===== src/rtl/lc3b_write_buffer_pkg.sv =====
// lc3b_types: write-buffer FSM states and the byte-address to line-address helper
package lc3b_types;
  localparam int ADDR_MAX = 64;
  typedef enum logic {WB_IDLE, WB_WRITE} lc3b_wb_state;
  function automatic logic [ADDR_MAX-1:0] line_of(input logic [ADDR_MAX-1:0] addr, input int offset_w);
    return addr >> offset_w;
  endfunction
endpackage


===== src/rtl/lc3b_write_buffer_cam.sv =====
// lc3b_wb_cam: DEPTH-way line comparator returning the youngest valid match
module lc3b_wb_cam #(
  parameter int DEPTH = 4,
  parameter int LINE_W = 12,
  localparam int PW = $clog2(DEPTH)
) (
  input  logic [DEPTH-1:0]             valid,
  input  logic [DEPTH-1:0][LINE_W-1:0] line,
  input  logic [LINE_W-1:0]            probe,
  input  logic [PW-1:0]                head,
  output logic [DEPTH-1:0]             match_oh,
  output logic [PW-1:0]                match_idx
);
  logic found;
  // walk oldest to youngest so the last match seen is the youngest
  always_comb begin
    found = 1'b0;
    match_idx = '0;
    for (int k = 0; k < DEPTH; k++) begin
      if (valid[head + PW'(k)] && line[head + PW'(k)] == probe) begin
        found = 1'b1;
        match_idx = head + PW'(k);
      end
    end
    match_oh = found ? (DEPTH'(1) << match_idx) : '0;
  end
endmodule


===== src/rtl/lc3b_write_buffer.sv =====
// lc3b_write_buffer: coalescing dirty-victim FIFO between L1 and memory,
// with read-miss forwarding and a handshaked drain FSM.
module lc3b_write_buffer
  import lc3b_types::*;
#(
  parameter int ADDR_W = 16,
  parameter int BLOCK_W = 128,
  parameter int OFFSET_W = 4,
  parameter int DEPTH = 4
) (
  input  logic               clk,
  input  logic               reset_n,
  input  logic               evict_write,
  input  logic [ADDR_W-1:0]  evict_addr,
  input  logic [BLOCK_W-1:0] evict_data,
  output logic               evict_stall,
  input  logic               lookup_read,
  input  logic [ADDR_W-1:0]  lookup_addr,
  output logic               lookup_hit,
  output logic [BLOCK_W-1:0] lookup_data,
  input  logic               drain_en,
  input  logic               flush_req,
  output logic               flush_done,
  output logic               mem_write,
  output logic [ADDR_W-1:0]  mem_addr,
  output logic [BLOCK_W-1:0] mem_wdata,
  input  logic               mem_resp
);
  localparam int LINE_W = ADDR_W - OFFSET_W;
  localparam int PW = $clog2(DEPTH);
  localparam int CW = PW + 1;
  lc3b_wb_state state_q, state_d;
  logic [DEPTH-1:0] valid_q, valid_d;
  logic [DEPTH-1:0][LINE_W-1:0] line_q, line_d;
  logic [DEPTH-1:0][BLOCK_W-1:0] data_q, data_d;
  logic [PW-1:0] head_q, head_d, tail_q, tail_d;
  logic [CW-1:0] count_q, count_d;
  logic [LINE_W-1:0] ev_line, lk_line;
  logic [DEPTH-1:0] co_valid, co_oh, lk_oh;
  logic [PW-1:0] co_idx, lk_idx;
  logic co_hit, lk_hit, push, pop, writing;
  assign ev_line = LINE_W'(line_of(ADDR_MAX'(evict_addr), OFFSET_W));
  assign lk_line = LINE_W'(line_of(ADDR_MAX'(lookup_addr), OFFSET_W));
  assign writing = state_q == WB_WRITE;
  // the head being written to memory is frozen, so it never takes a coalesce
  assign co_valid = valid_q & ~({{(DEPTH-1){1'b0}}, writing} << head_q);
  lc3b_wb_cam #(.DEPTH(DEPTH), .LINE_W(LINE_W)) u_co_cam (
    .valid(co_valid), .line(line_q), .probe(ev_line), .head(head_q),
    .match_oh(co_oh), .match_idx(co_idx)
  );
  lc3b_wb_cam #(.DEPTH(DEPTH), .LINE_W(LINE_W)) u_lk_cam (
    .valid(valid_q), .line(line_q), .probe(lk_line), .head(head_q),
    .match_oh(lk_oh), .match_idx(lk_idx)
  );
  assign co_hit = |co_oh;
  assign lk_hit = |lk_oh;
  assign evict_stall = evict_write && count_q == CW'(DEPTH) && !co_hit;
  assign push = evict_write && !evict_stall;
  assign pop = writing && mem_resp;
  assign lookup_hit = lookup_read && lk_hit;
  assign lookup_data = lookup_hit ? data_q[lk_idx] : '0;
  assign mem_write = writing;
  assign mem_addr = writing ? {line_q[head_q], OFFSET_W'(0)} : '0;
  assign mem_wdata = writing ? data_q[head_q] : '0;
  assign flush_done = flush_req && count_q == '0 && state_q == WB_IDLE;
  always_comb begin
    state_d = state_q;
    valid_d = valid_q;
    line_d = line_q;
    data_d = data_q;
    head_d = head_q;
    tail_d = tail_q;
    if (pop) begin
      valid_d[head_q] = 1'b0;
      head_d = head_q + 1'b1;
      state_d = WB_IDLE;
    end else if (!writing && count_q != '0 && (drain_en || flush_req || count_q == CW'(DEPTH))) begin
      state_d = WB_WRITE;
    end
    if (push && co_hit) begin
      data_d[co_idx] = evict_data;
    end else if (push) begin
      valid_d[tail_q] = 1'b1;
      line_d[tail_q] = ev_line;
      data_d[tail_q] = evict_data;
      tail_d = tail_q + 1'b1;
    end
    count_d = count_q + CW'(push && !co_hit) - CW'(pop);
  end
  always_ff @(posedge clk) begin
    if (!reset_n) begin
      state_q <= WB_IDLE;
      valid_q <= '0;
      line_q <= '0;
      data_q <= '0;
      head_q <= '0;
      tail_q <= '0;
      count_q <= '0;
    end else begin
      state_q <= state_d;
      valid_q <= valid_d;
      line_q <= line_d;
      data_q <= data_d;
      head_q <= head_d;
      tail_q <= tail_d;
      count_q <= count_d;
    end
  end
endmodule

===== config.mk =====
export PLATFORM = sky130hd
export DESIGN_NAME = lc3b_write_buffer
export DESIGN_NICKNAME = d
export VERILOG_FILES = /design/src/rtl/lc3b_write_buffer_pkg.sv /design/src/rtl/lc3b_write_buffer_cam.sv /design/src/rtl/lc3b_write_buffer.sv
export SDC_FILE = /design/constraint.sdc
export NUM_CORES = 2
export LEC_CHECK = 0
export BUFFER_PORTS_ARGS = -buffer_cell sky130_fd_sc_hd__buf_2
export CAP_MARGIN = 5
export CORE_UTILIZATION = 50
export DETAILED_ROUTE_END_ITERATION = 16
export GPL_TIMING_DRIVEN = 0
export PLACE_DENSITY = 0.69
export SYNTH_ARGS = -nofsm -noshare
export SYNTH_HDL_FRONTEND = slang
export SYNTH_SLANG_ARGS = --single-unit

===== constraint.sdc =====
create_clock -name clk -period 7.9 [get_ports clk]
set_clock_uncertainty 0.05 [all_clocks]
set_input_delay 1.58 -clock clk [delete_from_list [all_inputs] [get_ports clk]]
set_output_delay 1.58 -clock clk [all_outputs]
set_load 0.03 [all_outputs]

==> results.sh <==
export IMPL_vias_per_cell=7.33
export IMPL_num_vias=48285
export IMPL_synth_edf_count=0
export IMPL_setup_viol=0
export IMPL_overflow=0
export IMPL_worst_slack_ns=0.0614
export IMPL_p_leak_nw=18.6
export IMPL_grt_pass1_vias=43957
export IMPL_path_max_fanout=20
export IMPL_cts_tree="done"
export IMPL_drc=0
export IMPL_routed_top_layer="met5"
export IMPL_dr_first_iter_drc_count=6995
export IMPL_internal_power_w=0.00666
export IMPL_die_h_um=295
export IMPL_p_sw_w=0.00483
export IMPL_path_class="flop to output port"
export IMPL_period_share=0.992
export IMPL_wl_per_cell_um=29.3
export IMPL_synth_area_um2=43000
export IMPL_synth_top_flop_cell="dfxtp_1"
export IMPL_synthCells=4884
export IMPL_seqPwrFrac=0.327
export IMPL_hpwlAfterDp_um=138000
export IMPL_place_congestion=1.01
export IMPL_route_met2_wl_um=82400
export IMPL_async_reset_ff_frac=0
export IMPL_worst_pin_slew_ns=1.62
export IMPL_cp_start_kind="flop"
export IMPL_cts_hold_buffers_added=0
export IMPL_root_buffer="clkbuf_16"
export IMPL_clockBufferDepth=3
export IMPL_min_path_type="flop to flop"
export IMPL_ys_seq_area_frac=0.266
export IMPL_clk_pin_slew_ns=0.06
export IMPL_maxCapViolCount=5
export IMPL_nets=5551
export IMPL_layout_common_cells="nand3_1, buf_2, dfxtp_1"
export IMPL_cts_buffers=70
export IMPL_power_density_nw_per_um2=234
export IMPL_min_period_ns=7.84
export IMPL_switching_share=0.420
export IMPL_required_ns=6.27
export IMPL_grtUsageTotal=0.424
export IMPL_violations="capacitance limit, slew limit"
export IMPL_dieArea_um2=87200
export IMPL_hold_viol=0
export IMPL_rsz0062_at_grt="no"
export IMPL_routed_wirelength_um=193000
export IMPL_fin_cells=6585
export IMPL_yosys_register_bits=572
export IMPL_row_count=107
export IMPL_status="finished, violations left"
export IMPL_yosysUniqueCellTypes=67
export IMPL_pwr_share_clk=0.289
export IMPL_start_util=0.505
export IMPL_drive_above_1_share=0.237
export IMPL_fin_tns_setup_ns=0
export IMPL_wl_met1_um=71300
export IMPL_grt_start_max_net_pins=21
export IMPL_cts_sinks=572
export IMPL_first_pass_iters=7
export IMPL_postRouteAntennaNets=0
export IMPL_critPathCaptureType="output port"
export IMPL_wl_met3_um=25600
export IMPL_slew_viol_final=55
export IMPL_worstSkewPairLatency_ns=0.65
export IMPL_antenna_found_initial=18
export IMPL_io_pins=443
export IMPL_crit_arrival_ns=6.21
export IMPL_comb_power_share=0.384
export IMPL_fin_util=0.577
export IMPL_htree_num_levels=3
export IMPL_numPortBuffers=409
export IMPL_vdd_drop_max_mv=0.164
export IMPL_timing_fmax_mhz=128
export IMPL_grt_pass1_wl_um=282000
export IMPL_syn_to_final_growth_pct=14.3
export IMPL_p_total_w=0.0115
export IMPL_place_inst=6443
export IMPL_die_w_um=295
export IMPL_dpl_worst_slack_ns=-0.610
export IMPL_slew_headroom=-0.0808
export IMPL_layout_commonest_cell="nand3_1"
export IMPL_avgSynthCellArea_um2=8.80
export IMPL_ys_warn_count=0
export IMPL_coreArea_um2=85100
==> layout make-up <==
type	count	area, um^2
Fill cell	7845	36000
Multi-Input combinational cell	3481	27900
Sequential cell	572	11500
Buffer	820	3880
Timing Repair Buffer	417	2160
Clock buffer	103	2050
Tap cell	1144	1430
Clock inverter	20	235
Antenna cell	17	42.5
Inverter	11	41.3
==> cells by family after synthesis <==
logic type | Yosys count | share of synthesized area
buf+inv | 834 | 0.0900
other cells | 1 | 0.0000872
simple gates | 1690 | 0.210
mux | 349 | 0.127
fa+ha+maj | 11 | 0.00338
xor+xnor | 110 | 0.0224
compound gates | 1317 | 0.281
flops | 572 | 0.266
==> power by group through the flow <==
stage,Clock (W),Sequential [W],Combinational (W)
global route,0.00342,0.00378,0.00460
floorplan,0,0.00359,0.00290
finish,0.00333,0.00376,0.00441
detailed placement,0,0.00378,0.00420
CTS,0.00331,0.00372,0.00424
global placement,0,0.00376,0.00416
==> flip-flops by register name, indices dropped and copies added, names as in the netlist <==
signal,count
mem_write,1
head_q,2
count_q,3
line_q,48
data_q,512
valid_q,4
tail_q,2
==> worst max-delay path, stage by stage, from the launching register on <==
cell,delay (ns)
dfxtp_1,0.35
buf_2,0.25
buf_4,0.28
inv_1,0.09
buf_2,0.29
ha_1,0.42
buf_2,0.33
mux4_2,0.41
xor2_1,0.17
nor4_2,0.38
o21a_1,0.22
and2_1,0.19
o2111ai_2,0.32
nand2_4,0.29
buf_6,0.30
buf_2,0.33
nand2_1,0.11
a311oi_2,0.50
buf_2,0.29
==> metrics by stage <==
step           instance area (um^2)  hold slack, ns
3_5_place_dp                  46500           0.441
3_3_place_gp                  46500           0.429
5_1_grt                       49100           0.474
2_1_floorplan                 43000           0.410
6_report                      49100           0.448
4_1_cts                       49100           0.448
==> worst paths after layout <==
path	from	endpoint	slack [ns]	cells after the start
max	head_q[1]$_SDFFE_PN0P_	lookup_data[30]	0.06	18
min	valid_q[1]$_SDFF_PN0_	valid_q[1]$_SDFF_PN0_	0.45	2
max reg2reg	head_q[1]$_SDFFE_PN0P_	data_q[447]$_SDFFE_PN0P_	2.12	16
min reg2reg	valid_q[1]$_SDFF_PN0_	valid_q[1]$_SDFF_PN0_	0.45	2
==> cells in the mapped netlist, drive strengths merged, types with 51 or more instances <==
cell | count | area share
clkbuf | 435 | 0.038
nor2b | 51 | 0.0074
mux4 | 151 | 0.079
o211ai | 513 | 0.12
and2 | 146 | 0.021
buf | 388 | 0.051
nand3 | 1039 | 0.12
nand2 | 120 | 0.011
a221oi | 128 | 0.026
and3 | 267 | 0.039
xnor2 | 104 | 0.021
dfxtp | 572 | 0.27
a32oi | 512 | 0.10
a211oi | 88 | 0.016
mux2i | 192 | 0.046
==> repair_timing <==
item / CTS / global route
buffers inserted: 4 / 0
setup endpoints to repair: 129 / 37
resized for setup: 54 / 16
pin swaps: 3 / 1
==> layer usage <==
layer	up-vias	global-route usage
li1	20420	-
met1	23332	0.536
met2	3736	0.628
met3	777	0.130
met4	20	0.267
met5	-	0
Power figures use the tool's default switching activity.
